<file path="src/rtl/alu_pkg.sv">
// Shared ALU definitions: control codes, FSM state type and the combinational op evaluator.
// Used by the ALU decoder and by multicycle_alu.
package alu_pkg;

   typedef enum logic [1:0] {
      ST_IDLE  = 2'd0,
      ST_SHIFT = 2'd1,
      ST_DONE  = 2'd2
   } alu_state_t;

   localparam logic [3:0] ALU_ADD   = 4'b0000;
   localparam logic [3:0] ALU_SUB   = 4'b0001;
   localparam logic [3:0] ALU_AND   = 4'b0010;
   localparam logic [3:0] ALU_OR    = 4'b0011;
   localparam logic [3:0] ALU_SLT   = 4'b0100;
   localparam logic [3:0] ALU_SLTU  = 4'b0101;
   localparam logic [3:0] ALU_XOR   = 4'b0110;
   localparam logic [3:0] ALU_LUI   = 4'b0111;
   localparam logic [3:0] ALU_SLL   = 4'b1000;
   localparam logic [3:0] ALU_SRA   = 4'b1001;
   localparam logic [3:0] ALU_SRL   = 4'b1010;
   localparam logic [3:0] ALU_AUIPC = 4'b1011;

   function automatic logic is_shift(input logic [3:0] ctrl);
      return (ctrl == ALU_SLL) || (ctrl == ALU_SRA) || (ctrl == ALU_SRL);
   endfunction

   // Shifts use a full barrel shift here; the serial build only calls this with amount 0.
   function automatic logic [31:0] alu_compute(input logic [3:0]  ctrl,
                                               input logic [31:0] a,
                                               input logic [31:0] b);
      logic [4:0] shamt;
      shamt = b[4:0];
      case (ctrl)
         ALU_ADD:   return a + b;
         ALU_SUB:   return a - b;
         ALU_AND:   return a & b;
         ALU_OR:    return a | b;
         ALU_SLT:   return {31'd0, $signed(a) < $signed(b)};
         ALU_SLTU:  return {31'd0, a < b};
         ALU_XOR:   return a ^ b;
         ALU_LUI:   return b;
         ALU_SLL:   return a << shamt;
         ALU_SRA:   return $unsigned($signed(a) >>> shamt);
         ALU_SRL:   return a >> shamt;
         ALU_AUIPC: return a + b;
         default:   return 32'd0;
      endcase
   endfunction

endpackage

</file>
<file path="src/rtl/alu_shift_step.sv">
// One-bit shift step for the serial shifter: left with zero fill, or right with
// zero/sign fill.
module alu_shift_step (
   input  logic [31:0] i_value,
   input  logic        i_left,
   input  logic        i_arith,
   output logic [31:0] o_value
);
   assign o_value = i_left ? {i_value[30:0], 1'b0}
                           : {i_arith & i_value[31], i_value[31:1]};
endmodule

</file>
<file path="src/rtl/multicycle_alu.sv">
// Multicycle ALU with valid/ready handshakes; shifts run serially one bit per cycle unless
// MULTICYCLE_ALU_FAST_SHIFT_EN is defined, which selects a single-cycle barrel shifter.
module multicycle_alu
   import alu_pkg::*;
(
   input  logic        clk,
   input  logic        reset,
   input  logic        in_valid,
   output logic        in_ready,
   input  logic [3:0]  ALU_control,
   input  logic [31:0] src_a,
   input  logic [31:0] src_b,
   output logic        out_valid,
   input  logic        out_ready,
   output logic [31:0] result,
   output logic        zero
);

   alu_state_t  r_state;
   alu_state_t  w_state_next;
   logic [31:0] r_result;
   logic        w_accept;
   logic        w_serial_start;

   assign w_accept = in_valid && (r_state == ST_IDLE);

`ifdef MULTICYCLE_ALU_FAST_SHIFT_EN
   assign w_serial_start = 1'b0;
`else
   logic [4:0]  r_count;
   logic        r_left;
   logic        r_arith;
   logic [31:0] w_step;

   assign w_serial_start = is_shift(ALU_control) && (src_b[4:0] != 5'd0);

   alu_shift_step u_shift_step (
      .i_value (r_result),
      .i_left  (r_left),
      .i_arith (r_arith),
      .o_value (w_step)
   );
`endif

   always_ff @(posedge clk or posedge reset) begin
      if (reset) begin
         r_state <= ST_IDLE;
      end else begin
         r_state <= w_state_next;
      end
   end

   always_comb begin
      w_state_next = r_state;
      case (r_state)
         ST_IDLE: begin
            if (w_accept) begin
               w_state_next = w_serial_start ? ST_SHIFT : ST_DONE;
            end
         end
         ST_SHIFT: begin
`ifdef MULTICYCLE_ALU_FAST_SHIFT_EN
            w_state_next = ST_DONE;
`else
            // Count of 1 means this cycle's step is the last one.
            if (r_count == 5'd1) begin
               w_state_next = ST_DONE;
            end
`endif
         end
         ST_DONE: begin
            if (out_ready) begin
               w_state_next = ST_IDLE;
            end
         end
         default: w_state_next = ST_IDLE;
      endcase
   end

   always_ff @(posedge clk or posedge reset) begin
      if (reset) begin
         r_result <= 32'd0;
`ifndef MULTICYCLE_ALU_FAST_SHIFT_EN
         r_count  <= 5'd0;
         r_left   <= 1'b0;
         r_arith  <= 1'b0;
`endif
      end else if (w_accept) begin
         // Serial shifts start from the raw operand; everything else completes here.
         r_result <= w_serial_start ? src_a : alu_compute(ALU_control, src_a, src_b);
`ifndef MULTICYCLE_ALU_FAST_SHIFT_EN
         r_count  <= src_b[4:0];
         r_left   <= (ALU_control == ALU_SLL);
         r_arith  <= (ALU_control == ALU_SRA);
`endif
      end
`ifndef MULTICYCLE_ALU_FAST_SHIFT_EN
      else if (r_state == ST_SHIFT) begin
         r_result <= w_step;
         r_count  <= r_count - 5'd1;
      end
`endif
   end

   assign in_ready  = (r_state == ST_IDLE);
   assign out_valid = (r_state == ST_DONE);
   assign result    = r_result;
   assign zero      = (r_result == 32'd0);

endmodule

</file>
<file path="config.mk">
export PLATFORM = sky130hd
export DESIGN_NAME = multicycle_alu
export DESIGN_NICKNAME = d
export VERILOG_FILES = /design/src/rtl/alu_pkg.sv /design/src/rtl/alu_shift_step.sv /design/src/rtl/multicycle_alu.sv
export SDC_FILE = /design/constraint.sdc
export NUM_CORES = 1
export LEC_CHECK = 0
export CORE_ASPECT_RATIO = 1.4
export CORE_MARGIN = 3
export CORE_UTILIZATION = 40
export DETAILED_ROUTE_END_ITERATION = 16
export PLACE_DENSITY_LB_ADDON = 0.15
export RECOVER_POWER = 25
export SYNTH_ARGS = -nofsm -noshare
export SYNTH_HDL_FRONTEND = slang
export SYNTH_HIERARCHICAL = 1
export SYNTH_SLANG_ARGS = --single-unit
</file>
<file path="constraint.sdc">
create_clock -name clk -period 3.45 [get_ports clk]
set_input_delay 0.69 -clock clk [delete_from_list [all_inputs] [get_ports clk]]
set_output_delay 0.69 -clock clk [all_outputs]
set_load 0.01 [all_outputs]
</file>
==> results of run 1 <==
-- synthesized netlist by cell type (11+ instances only) --
| master | n | share of area (%) |
|---|---|---|
| nand2_1 | 163 | 5.1 |
| nor2_1 | 150 | 4.7 |
| a21oi_1 | 142 | 5.9 |
| inv_1 | 107 | 3.4 |
| ha_1 | 99 | 10 |
| clkbuf_1 | 97 | 3.0 |
| o21ai_0 | 94 | 3.9 |
| mux2i_1 | 75 | 6.3 |
| mux4_2 | 52 | 9.8 |
| dfrtp_1 | 41 | 8.6 |
| nor3_1 | 40 | 1.7 |
| a221oi_1 | 36 | 2.6 |
| a211oi_1 | 33 | 2.1 |
| a31oi_1 | 33 | 1.7 |
| nand3_1 | 28 | 1.2 |
| mux2_4 | 27 | 3.4 |
| o211ai_1 | 19 | 1.2 |
| a22oi_1 | 18 | 1.1 |
| buf_1 | 18 | 0.56 |
| nand2b_1 | 18 | 0.94 |
| nor4_1 | 18 | 0.94 |
| a21o_1 | 17 | 1.1 |
| o21bai_1 | 17 | 1.1 |
| or3_1 | 17 | 0.89 |
| nand4_1 | 16 | 0.84 |
| nor2b_1 | 16 | 0.84 |
| buf_2 | 15 | 0.63 |
| mux2_2 | 12 | 1.1 |
| and2_1 | 11 | 0.58 |
| o2111ai_1 | 11 | 0.81 |
| o22ai_1 | 11 | 0.58 |
| o31ai_1 | 11 | 0.69 |
-- report_power, final --
group          internal, µW  total, µW  switching [µW]
clock network           362        579             217
registers               706       1120             413
logic                  2280       4670            2390
total                  3350       6370            3020
-- final timing paths --
kind / to / cells past startpoint
max: result[29]$_DFFE_PP0P_ / 11
min: r_count[4]$_DFFE_PP0P_ / 2
max reg2reg: result[17]$_DFFE_PP0P_ / 5
min reg2reg: r_count[4]$_DFFE_PP0P_ / 2
max in group asynchronous: r_left$_DFFE_PP0P_ / 3
min in group asynchronous: result[29]$_DFFE_PP0P_ / 2
-- worst register-to-register path: cells and delay by family, from the launching register on --
family	cells	cell delay, ns
AO/OA/AOI/OAI	2	0.74
AND/OR/NAND/NOR	2	0.68
flip-flops	1	0.46
buffers and inverters	1	0.38
-- state kept, by name, summed over array words and instances, names as in the netlist --
name and count:
result 32, r_arith 1, r_left 1, r_state 2, r_count 5
-- placed cells by master (no fill, tap or decap), types with 10 or more instances in the layout --
| cell type | count |
|---|---|
| mux2_2 | 12 |
| nor2_1 | 145 |
| o21ai_1 | 12 |
| mux2_4 | 27 |
| a211oi_1 | 26 |
| nor2b_1 | 12 |
| buf_6 | 12 |
| and2_1 | 10 |
| dfrtp_1 | 40 |
| nand4_1 | 16 |
| o21bai_1 | 15 |
| a221oi_2 | 12 |
| a21o_1 | 15 |
| o211ai_1 | 19 |
| nand2_1 | 160 |
| nor4_1 | 15 |
| o21ai_0 | 86 |
| a21oi_2 | 15 |
| ha_1 | 71 |
| a22oi_1 | 18 |
| mux4_2 | 52 |
| a31oi_1 | 31 |
| nor3_1 | 31 |
| mux2i_1 | 70 |
| nand2b_1 | 18 |
| clkdlybuf4s50_1 | 74 |
| inv_1 | 88 |
| a211o_1 | 10 |
| ha_4 | 20 |
| a21oi_1 | 124 |
| buf_4 | 554 |
| buf_12 | 16 |
| o22ai_1 | 10 |
| or3_1 | 15 |
| inv_2 | 17 |
| a221oi_1 | 25 |
| nand3_1 | 26 |
-- stage by stage --
stage	instances	setup slack (ns)	utilization (%)	area (µm²)	hold slack, ns
2_1_floorplan	1627	-0.0853	-	12200	0.440
3_3_place_gp	2516	-0.720	58.8	17200	0.453
3_5_place_dp	2516	-0.766	58.8	17200	0.474
4_1_cts	2552	0.000415	61.6	18100	0.486
5_1_grt	2567	-0.0694	63.9	18700	0.512
6_report	2567	-0.0345	63.9	18700	0.483
-- layout make-up --
| cell class | instances | area (µm²) |
|---|---|---|
| clock buffer | 7 | 143 |
| sequential | 41 | 1030 |
| clock inverter | 1 | 30.0 |
| inverter | 111 | 445 |
| timing repair buffer | 691 | 5730 |
| fill | 2565 | 10600 |
| multi-input combinational | 1336 | 10900 |
| tap | 380 | 475 |
-- what timing repair did --
action                                  CTS  global route
pin swaps                                40            50
buffers inserted                         28            14
gates cloned                              1             2
resized for setup                       144           123
endpoints found under the hold margin     0             0
endpoints found under the setup margin   26            27
hold buffers                              0             0
-- per-layer routing --
| metal | wire length, µm | part of all wire [%] |
|---|---|---|
| met1 | 25700 | 36 |
| met4 | 7690 | 11 |
| met5 | 7 | 0.0099 |
| met2 | 32000 | 45 |
| met3 | 5670 | 8.0 |
-- cells by family (layout without fill, tap and decap cells) --
group                      after synthesis  in the layout
AOI/OAI and AO/OA                      566            566
xor gates and xnor gates                 9              9
adders and majority gates              101            101
buffers and inverters                  250            810
DFF                                     41             41
muxes                                  166            166
and+or+nand+nor                        494            494
==> run metrics, run 1 <==
chip width around 150 µm; final worst slack -0.0345 ns; Post-synth EDFFs 0; Setup crit start kind primary input; Critical Path Max Stage Delay roughly 0.69 ns; First-pass DRT Iterations 6; Final min period around 3.5 ns; maxcap violations 0; Post-DRT Antenna Nets 0; clock latency at the later pin of the worst-skew pair around 0.30 ns; Cells after Synth ~1.6k; port buffer count around 110; Net Count, Synth around 1.8k; synthesized cell area about 12,000 µm²; Num Clock Sinks ~40; post-synthesis sequential area ratio under 10%; hpwl dp ~57,000 µm; total grt overflow 0; fraction of layout instances using a drive strength above 1 about 40%; first-pass GRT wire length between 100,000 and 150,000 µm; DR iter-0 viols between 1.5k and 2k; Reg2Reg Setup Slack 1.05 ns; CP top delay family compound AO/OA/AOI/OAI gates; Initial Utilization slightly above 40%; Fmax 287 MHz; Placer Congestion ~1.1; routed vias/inst approximately 6.5; PwrDens 340 nW/µm²; final slew viol count 0; largest family of logic cells by synthesized area compound AO/OA/AOI/OAI gates; Worst-Margin Slew approximately 1.1 ns; Power, Total roughly 6400 µW; leakage dissipation ~0.0084 µW; Async SR Flop Fraction between 90% and 100%; number of antenna violations at the first check in global routing 3; reg2reg start r_state[0]$_DFFE_PP0P_; vias about 17k; post-synthesis simple-gate area fraction around a fifth; final hold vios 0; met2 GRT Util roughly 70%; H-tree depth 2; core area between 20,000 and 30,000 µm²; Synth Area in Compound Gates approximately a third; Area Overhead vs Synth 56.7%; multiplexer share of the synthesized area between 20% and 30%; Post-Route WL approximately 71,000 µm; vias in the first global route approximately 16k; Tcrit/Tclk final 101%; skew final between 0.01 and 0.015 ns; crit end category register; io pins between 100 and 150; run status finished, violations left; clk slew on worst S/H paths 0.06 ns; Worst Setup SP src_a[24]; Buf+Inv Stages, Crit Path 5; critical path class primary input to register; ANT cells 0; DIE AREA approximately 32,000 µm²; adder-cell share of the synthesized area about a tenth; largest net degree at the start of global routing between 60 and 70; Arrival @ worst endpoint between 3 and 4 ns; M3 GR Usage ~6.4%; synthesized flop and latch total 41; GR peak layer met2; yosys warns 6; slowest stage cell, crit path a2111oi_1; RSZ-0062 raised after global routing yes; die span in y around 210 µm; worst hold path class register to register; Mean Syn Cell Area around 7.4 µm²; failing checks negative setup slack; Worst Path Max Fanout 14; relative slew slack between 20% and 30%; Cell Chain, Critical Path clkdlybuf4s50_1 -> buf_4 -> inv_1 -> ha_1 -> buf_4 -> inv_1 -> a2111oi_1 -> a21oi_4 -> a211o_1 -> a311o_1 -> and3_1; Routed wire per std cell ~28 µm; final setup violation count 1; Primary FF master, synth dfrtp_1; DRC 0; Final Net Count 2,359; Root Buffer clkbuf_16; CP required roughly 3.6 ns; GR Layer Usage met1 49.5%; Global Route Usage Sum 42.1%; worst hold start r_count[4]$_DFFE_PP0P_; xor/xnor share of the synthesized area less than 1%; row count 74; Max Buffers Root-to-Sink 2; VDD IR max 0.000211 V; Inserted Clock Buffers 5; Yosys cell types 84; TritonCTS clock tree built; setup_tns -0.0345 ns
Power figures use the tool's default switching activity.
==> run 2, diff against run 1 <==
--- a/config.mk
+++ b/config.mk
@@ -5,9 +5,11 @@
 export SDC_FILE = /design/constraint.sdc
 export NUM_CORES = 1
 export LEC_CHECK = 0
+export CELL_PAD_IN_SITES_DETAIL_PLACEMENT = 0
+export CELL_PAD_IN_SITES_GLOBAL_PLACEMENT = 2
 export CORE_ASPECT_RATIO = 1.4
 export CORE_MARGIN = 3
-export CORE_UTILIZATION = 40
+export CORE_UTILIZATION = 38
 export DETAILED_ROUTE_END_ITERATION = 16
 export PLACE_DENSITY_LB_ADDON = 0.15
 export RECOVER_POWER = 25
==> run 2 against run 1 <==
Effect of this change:
- sequential power is essentially flat
- first-iteration DRC count increased by 3.3%
- critical endpoint is now result[1]$_DFFE_PP0P_
- critical path type unchanged
- the flow finishes with violations (max-capacitance violations, max-slew violations, negative setup slack)
- largest power group unchanged
- clock power decreased by 14%
- highest routed layer unchanged
- core utilization shrank 5.1 points
==> run metrics, run 2 (synthesized netlist as in run 1, its figures left out) <==
max reg flops 32; multi-input combinational cell area 10,800 µm²; DIE AREA approximately 34,000 µm²; final slew viol count 30; largest net degree at the start of global routing 68; total grt overflow 0; setup_tns -0.0880 ns; met2 GRT Util around three fifths; crit end category register; failing checks max-capacitance violations, max-slew violations, negative setup slack; count of hold-fix buffers inserted at cts 0; Tcrit/Tclk final 101%; Root Buffer clkbuf_16; Filler Cells Inserted approximately 3k; CP required around 3.6 ns; chip width ~160 µm; first-pass GRT wire length roughly 98,000 µm; TritonCTS clock tree built; number of antenna violations at the first check in global routing 1; Max Buffers Root-to-Sink 2; Fmax roughly 290 MHz; Post-Route WL 67,500 µm; GR peak layer met2; io pins between 100 and 150; core area 30,900 µm²; port buffer count roughly 110; Final Instance Area between 15,000 and 20,000 µm²; RSZ-0062 raised after global routing yes; First-pass DRT Iterations 7; Arrival @ worst endpoint 3.63 ns; Cell Chain, Critical Path clkdlybuf4s50_1 -> buf_4 -> buf_4 -> mux2i_2 -> mux2i_2 -> mux2i_1 -> buf_4 -> buf_4 -> nor2_1 -> a22o_1 -> a221o_1 -> a221oi_1 -> a31oi_1; hpwl dp between 50,000 and 60,000 µm; Routed wire per std cell about 27 µm; PwrDens 338 nW/µm²; Setup crit start kind primary input; Seq. cell area 1030 µm²; ANT cells 0; leakage dissipation between 0.008 and 0.009 µW; Worst Setup SP src_a[20]; worst hold start r_count[4]$_DFFE_PP0P_; DR iter-0 viols around 1.8k; clk slew on worst S/H paths roughly 0.070 ns; most frequent cells in the layout buf_4, nand2_1, nor2_1; vias in the first global route about 16k; relative slew slack -19.6%; Final Net Count between 2k and 2.5k; reg2reg start r_state[0]$_DFFE_PP0P_; Area Overhead vs Synth 51.9%; vias roughly 16k; DRC 0; Placer Congestion between 1 and 1.5; final hold vios 0; final worst slack -0.0312 ns; final setup violation count 5; skew final ~0.007 ns; placed cell area 17,000 µm²; clock latency at the later pin of the worst-skew pair ~0.3 ns; run status finished, violations left; Post-DRT Antenna Nets 0; Worst Path Max Fanout 8; H-tree depth 2; Final min period 3.48 ns; fraction of layout instances using a drive strength above 1 38.7%; final core utilization roughly three fifths; Critical Path Max Stage Delay 0.61 ns; Inserted Clock Buffers 5; VDD IR max approximately 0.00030 V; Buf+Inv Stages, Crit Path 5; die span in y roughly 220 µm; worst hold path class register to register; M3 GR Usage 6.36%; GR Layer Usage met1 between 40% and 50%; row count 76; routed vias/inst approximately 6.5; CP top delay family compound AO/OA/AOI/OAI gates; Initial Utilization approximately two fifths; commonest non-fill, non-tap cell in the layout buf_4; Crit path top cell by count buf_4; Global Route Usage Sum a little under two fifths; Num Clock Sinks 41; slowest stage cell, crit path a221oi_1; Worst-Margin Slew between 1.5 and 2 ns; maxcap violations 1; critical path class primary input to register
==> run 2: cell count changes in the layout (fill, tap and decap cells not counted), sizes merged <==
cell / previous run / this run
buf: 592 / 551
clkbuf: 14 / 7
clkinv: 1 / 5
clkdlybuf4s15: 3 / 0
clkdlybuf4s50: 74 / 77
dlygate4sd2: 6 / 4
bufbuf: 1 / 0
bufinv: 1 / 0
dlymetal6s2s: 7 / 8
inv: 109 / 108
==> run 2: cell type report <==
cell class | instances | share of cell area (%)
Timing Repair Buffer | 643 | 29.1
Inverter | 111 | 2.51
Tap cell | 390 | 2.69
Sequential cell | 41 | 5.65
Clock buffer | 5 | 0.689
Multi-Input combinational cell | 1336 | 59.2
Clock inverter | 3 | 0.0964
==> run 2: routing by layer <==
metal,up-vias,wire [µm]
met3,374,6210
li1,7150,-
met5,-,17
met4,2,8030
met2,1081,29900
met1,7805,23400
==> run 2: repair_timing <==
action / in CTS / in global routing
pin swaps: 35 / 57
buffers inserted: 18 / 11
gates cloned: 0 / 1
gates resized for setup: 137 / 123
setup endpoints to repair: 27 / 29
==> run 2: report_power, final <==
group          internal (µW)  leakage [µW]  switching [µW]  total (µW)
clock network            267     0.0000696             231         498
logic                   2220       0.00754            2310        4540
registers                706      0.000496             397        1100
==> run 2: final timing paths <==
check	endpoint	slack, ns	depth (start not counted)
setup / recovery	result[1]$_DFFE_PP0P_	-0.03	13
hold / removal	r_count[4]$_DFFE_PP0P_	0.49	2
setup reg to reg	result[29]$_DFFE_PP0P_	0.77	9
hold reg to reg	r_count[4]$_DFFE_PP0P_	0.49	2
max in group asynchronous	r_left$_DFFE_PP0P_	0.45	3
min in group asynchronous	result[29]$_DFFE_PP0P_	0.84	2
==> run 2: per-stage QoR <==
step	instances	total power, µW	hold slack (ns)	setup slack, ns
2_1_floorplan	1627	3160	0.440	-0.0853
3_3_place_gp	2493	5210	0.451	-0.768
3_5_place_dp	2493	5260	0.478	-0.875
4_1_cts	2519	5870	0.493	-0.102
5_1_grt	2529	6420	0.525	-0.169
6_report	2529	6140	0.490	-0.0312
==> run 2: worst register-to-register path, stage by stage (launching register included) <==
cell	delay [ns]
dfrtp_1	0.45
nor2_1	0.22
nand2_2	0.29
nor2_1	0.53
nand3_1	0.16
a211oi_2	0.23
buf_4	0.18
nand2_1	0.06
a311o_1	0.31
and3_1	0.14
==> run 3, diff against run 2 <==
--- a/config.mk
+++ b/config.mk
@@ -13,6 +13,7 @@
 export DETAILED_ROUTE_END_ITERATION = 16
 export PLACE_DENSITY_LB_ADDON = 0.15
 export RECOVER_POWER = 25
+export SLEW_MARGIN = 20
 export SYNTH_ARGS = -nofsm -noshare
 export SYNTH_HDL_FRONTEND = slang
 export SYNTH_HIERARCHICAL = 1
==> results of run 3 <==
No change in the layout: final DEF, timing and power equal those of run 2.
==> RTL edit, RTL diff (settings of run 3) <==
The 3 states of `alu_state_t` get a one-hot encoding in 3 bits.
--- a/src/rtl/alu_pkg.sv
+++ b/src/rtl/alu_pkg.sv
@@ -2,10 +2,10 @@
 // Used by the ALU decoder and by multicycle_alu.
 package alu_pkg;
 
-   typedef enum logic [1:0] {
-      ST_IDLE  = 2'd0,
-      ST_SHIFT = 2'd1,
-      ST_DONE  = 2'd2
+   typedef enum logic [2:0] {
+      ST_IDLE  = 3'b001,
+      ST_SHIFT = 3'b010,
+      ST_DONE  = 3'b100
    } alu_state_t;
 
    localparam logic [3:0] ALU_ADD   = 4'b0000;
Function: same outputs for any inputs over 10 cycles, from zero or initial values and one cycle with reset high; not proved beyond that.
==> RTL edit against run 3 <==
Utilization down 0.28 points. Total power up 5.5%. Sequential cell count up 1. Count of clock-buffer cells in the layout up 1. Area after synthesis up 2.7%. Die area up 2.6%. Global-route usage up 2.5 points. Sequential share of layout area about the same. Setup slack better by 0.034 ns. Cell area up 2.1%. Non-clock buffer count up 25. Wire length up 7.9%. Critical path depth up 3. Critical path type unchanged. Largest cell class unchanged. Highest routed layer unchanged.
==> RTL edit: results (changes against run 3) <==
register area share after synthesis: 8.568% (about the same)
Distinct cells, synth: 88 (+4.8%)
origin of the critical flop-to-flop path: r_state[0]$_DFFE_PP1P_
port buffer count: 106 (unchanged)
CP max FO: 7 (-1)
Synth Area in Compound Gates: 32.62% (+0.48 points)
post-layout net count: 2394 (+3.6%)
Top FF cell, synth: dfrtp_1
# fillers: 3008 (+2.4%)
leak pwr: 8.388 nW (+3.5%)
Adder-Cell Fraction of Synth Area: 10.41% (-0.28 points)
total of warnings raised by yosys: 6 (unchanged)
Starting DRT DRC Count: 2023 (+11%)
xor and xnor area share after synthesis: 0.9271% (+0.27 points)
GR Layer Usage met2: 66.03% (+5.2 points)
GPL Wtd Cong: 1.180 (+6.8%)
outcome: finished, final reports clean
pre-CTS WS: -0.9048 ns (-0.03009 ns)
dpl cell area: 0.01747 sq mm (+3.0%)
syn_nets: 1866 (+3.7%)
critical path startpoint: src_b[12]
Max VDD drop: 261.3 uV (-12%)
largest net degree at the start of global routing: 85 (+25%)
CTS H-tree lvls: 2 (unchanged)
min-delay src: r_arith$_DFFE_PP0P_
initial antenna violation count: 4 (+3)
Rel. slew slack: 39.01% (+59 points)
grt met1 use: 47.98% (+3.8 points)
overall routing resource usage: 40.87% (+2.5 points)
WP data arrival: 3.61 ns (-0.02 ns)
CTS max path bufs: 2 (unchanged)
mux cell area share after synthesis: 18.61% (-2.0 points)
first-pass GRT wire length: 105500 microns (+7.1%)
largest cells by area after synthesis: ha_1 10%, dfrtp_1 8.4%, mux4_2 7.0%
post-DP HPWL: 59130 microns (+10%)
GR met3 Demand/Resource: 8.261% (+1.9 points)
Detailed Route WL: 72860 microns (+7.9%)
Num CTS Buffers: 5 (unchanged)
most instantiated cells after synthesis: 186 x nand2_1, 148 x a21oi_1, 146 x nor2_1, 104 x clkbuf_1, 100 x inv_1
root buf cell: clkbuf_16
final setup fails: 0 (-5)
1st-pass router iterations: 9 (+2)
Worst Skew: 0.01299 ns (+0.005985 ns)
Vias: 16.91k (+3.0%)
vias in the first global route: 16.57k (+4.1%)
layout cells sized above 1: 36.90% (-1.8 points)
[RTL edit: cell families (layout without fill, tap and decap cells)]
| logic type | count (synthesis) | in the layout |
|---|---|---|
| fa+ha+maj | 101 | 101 |
| compound gates | 589 | 589 |
| other cells | 0 | 4 |
| xor+xnor | 13 | 13 |
| simple gates | 535 | 535 |
| mux | 164 | 164 |
| buf+inv | 249 | 778 |
| flops | 42 | 42 |
[RTL edit: path summary, 6_finish.rpt]
kind	slack, ns	end	cells after the start
min reg2reg	0.49	r_arith$_DFFE_PP0P_	2
min in group asynchronous	0.94	result[26]$_DFFE_PP0P_	2
min	0.49	r_arith$_DFFE_PP0P_	2
max	0.002	result[21]$_DFFE_PP0P_	16
max reg2reg	0.65	result[28]$_DFFE_PP0P_	11
max in group asynchronous	1.35	result[28]$_DFFE_PP0P_	3
[RTL edit: critical path: stages]
cell and delay (ns):
clkdlybuf4s50_1 0.51, inv_2 0.07, ha_4 0.27, buf_6 0.12, nor2b_1 0.05, o21ai_0 0.16, a21oi_1 0.09, or3_4 0.38
or2_4 0.27, buf_4 0.14, a211oi_4 0.19, buf_6 0.16, buf_4 0.11, xnor2_1 0.06, a221oi_2 0.25, a311oi_1 0.07
[RTL edit: final cells by class]
type,count,area [sq um],area share (%)
well taps,395,494.2,2.665
clock buffers,6,128.9,0.6950
multi-input cells,1402,10920,58.88
diodes,4,10.01,0.05398
flip-flops and latches,42,1054,5.681
repair buffers,668,5497,29.64
inverters,102,405.4,2.186
clock inverters,2,37.54,0.2024
[RTL edit: what timing repair did]
item                                    in CTS  in global routing
resized for setup                          102                 95
endpoints found under the setup margin      26                 27
endpoints found under the hold margin        0                  0
buffers inserted                            16                  9
pin swaps                                   36                 42
[RTL edit: routing by layer]
metal | part of all wire (%) | up-vias
li1 | - | 7457
met2 | 46 | 1106
met4 | 8.8 | 2
met1 | 36 | 8021
met5 | 0.018 | -
met3 | 9.6 | 322
[RTL edit: through the flow]
stage	hold slack [ns]	util [%]	std cells
CTS	0.4989	57.25	2608
detailed placement	0.4832	55.11	2584
finish	0.4937	58.50	2621
floorplan	0.4502	-	1693
global placement	0.4724	55.11	2584
global route	0.5398	58.47	2617
[RTL edit: power breakdown]
part / internal [mW] / switching, mW / total (mW) / leakage [nW]
clock: 0.342 / 0.214 / 0.556 / 0.0771
combinational: 2.32 / 2.45 / 4.76 / 7.80
sequential: 0.733 / 0.422 / 1.16 / 0.508
total: 3.39 / 3.08 / 6.48 / 8.39
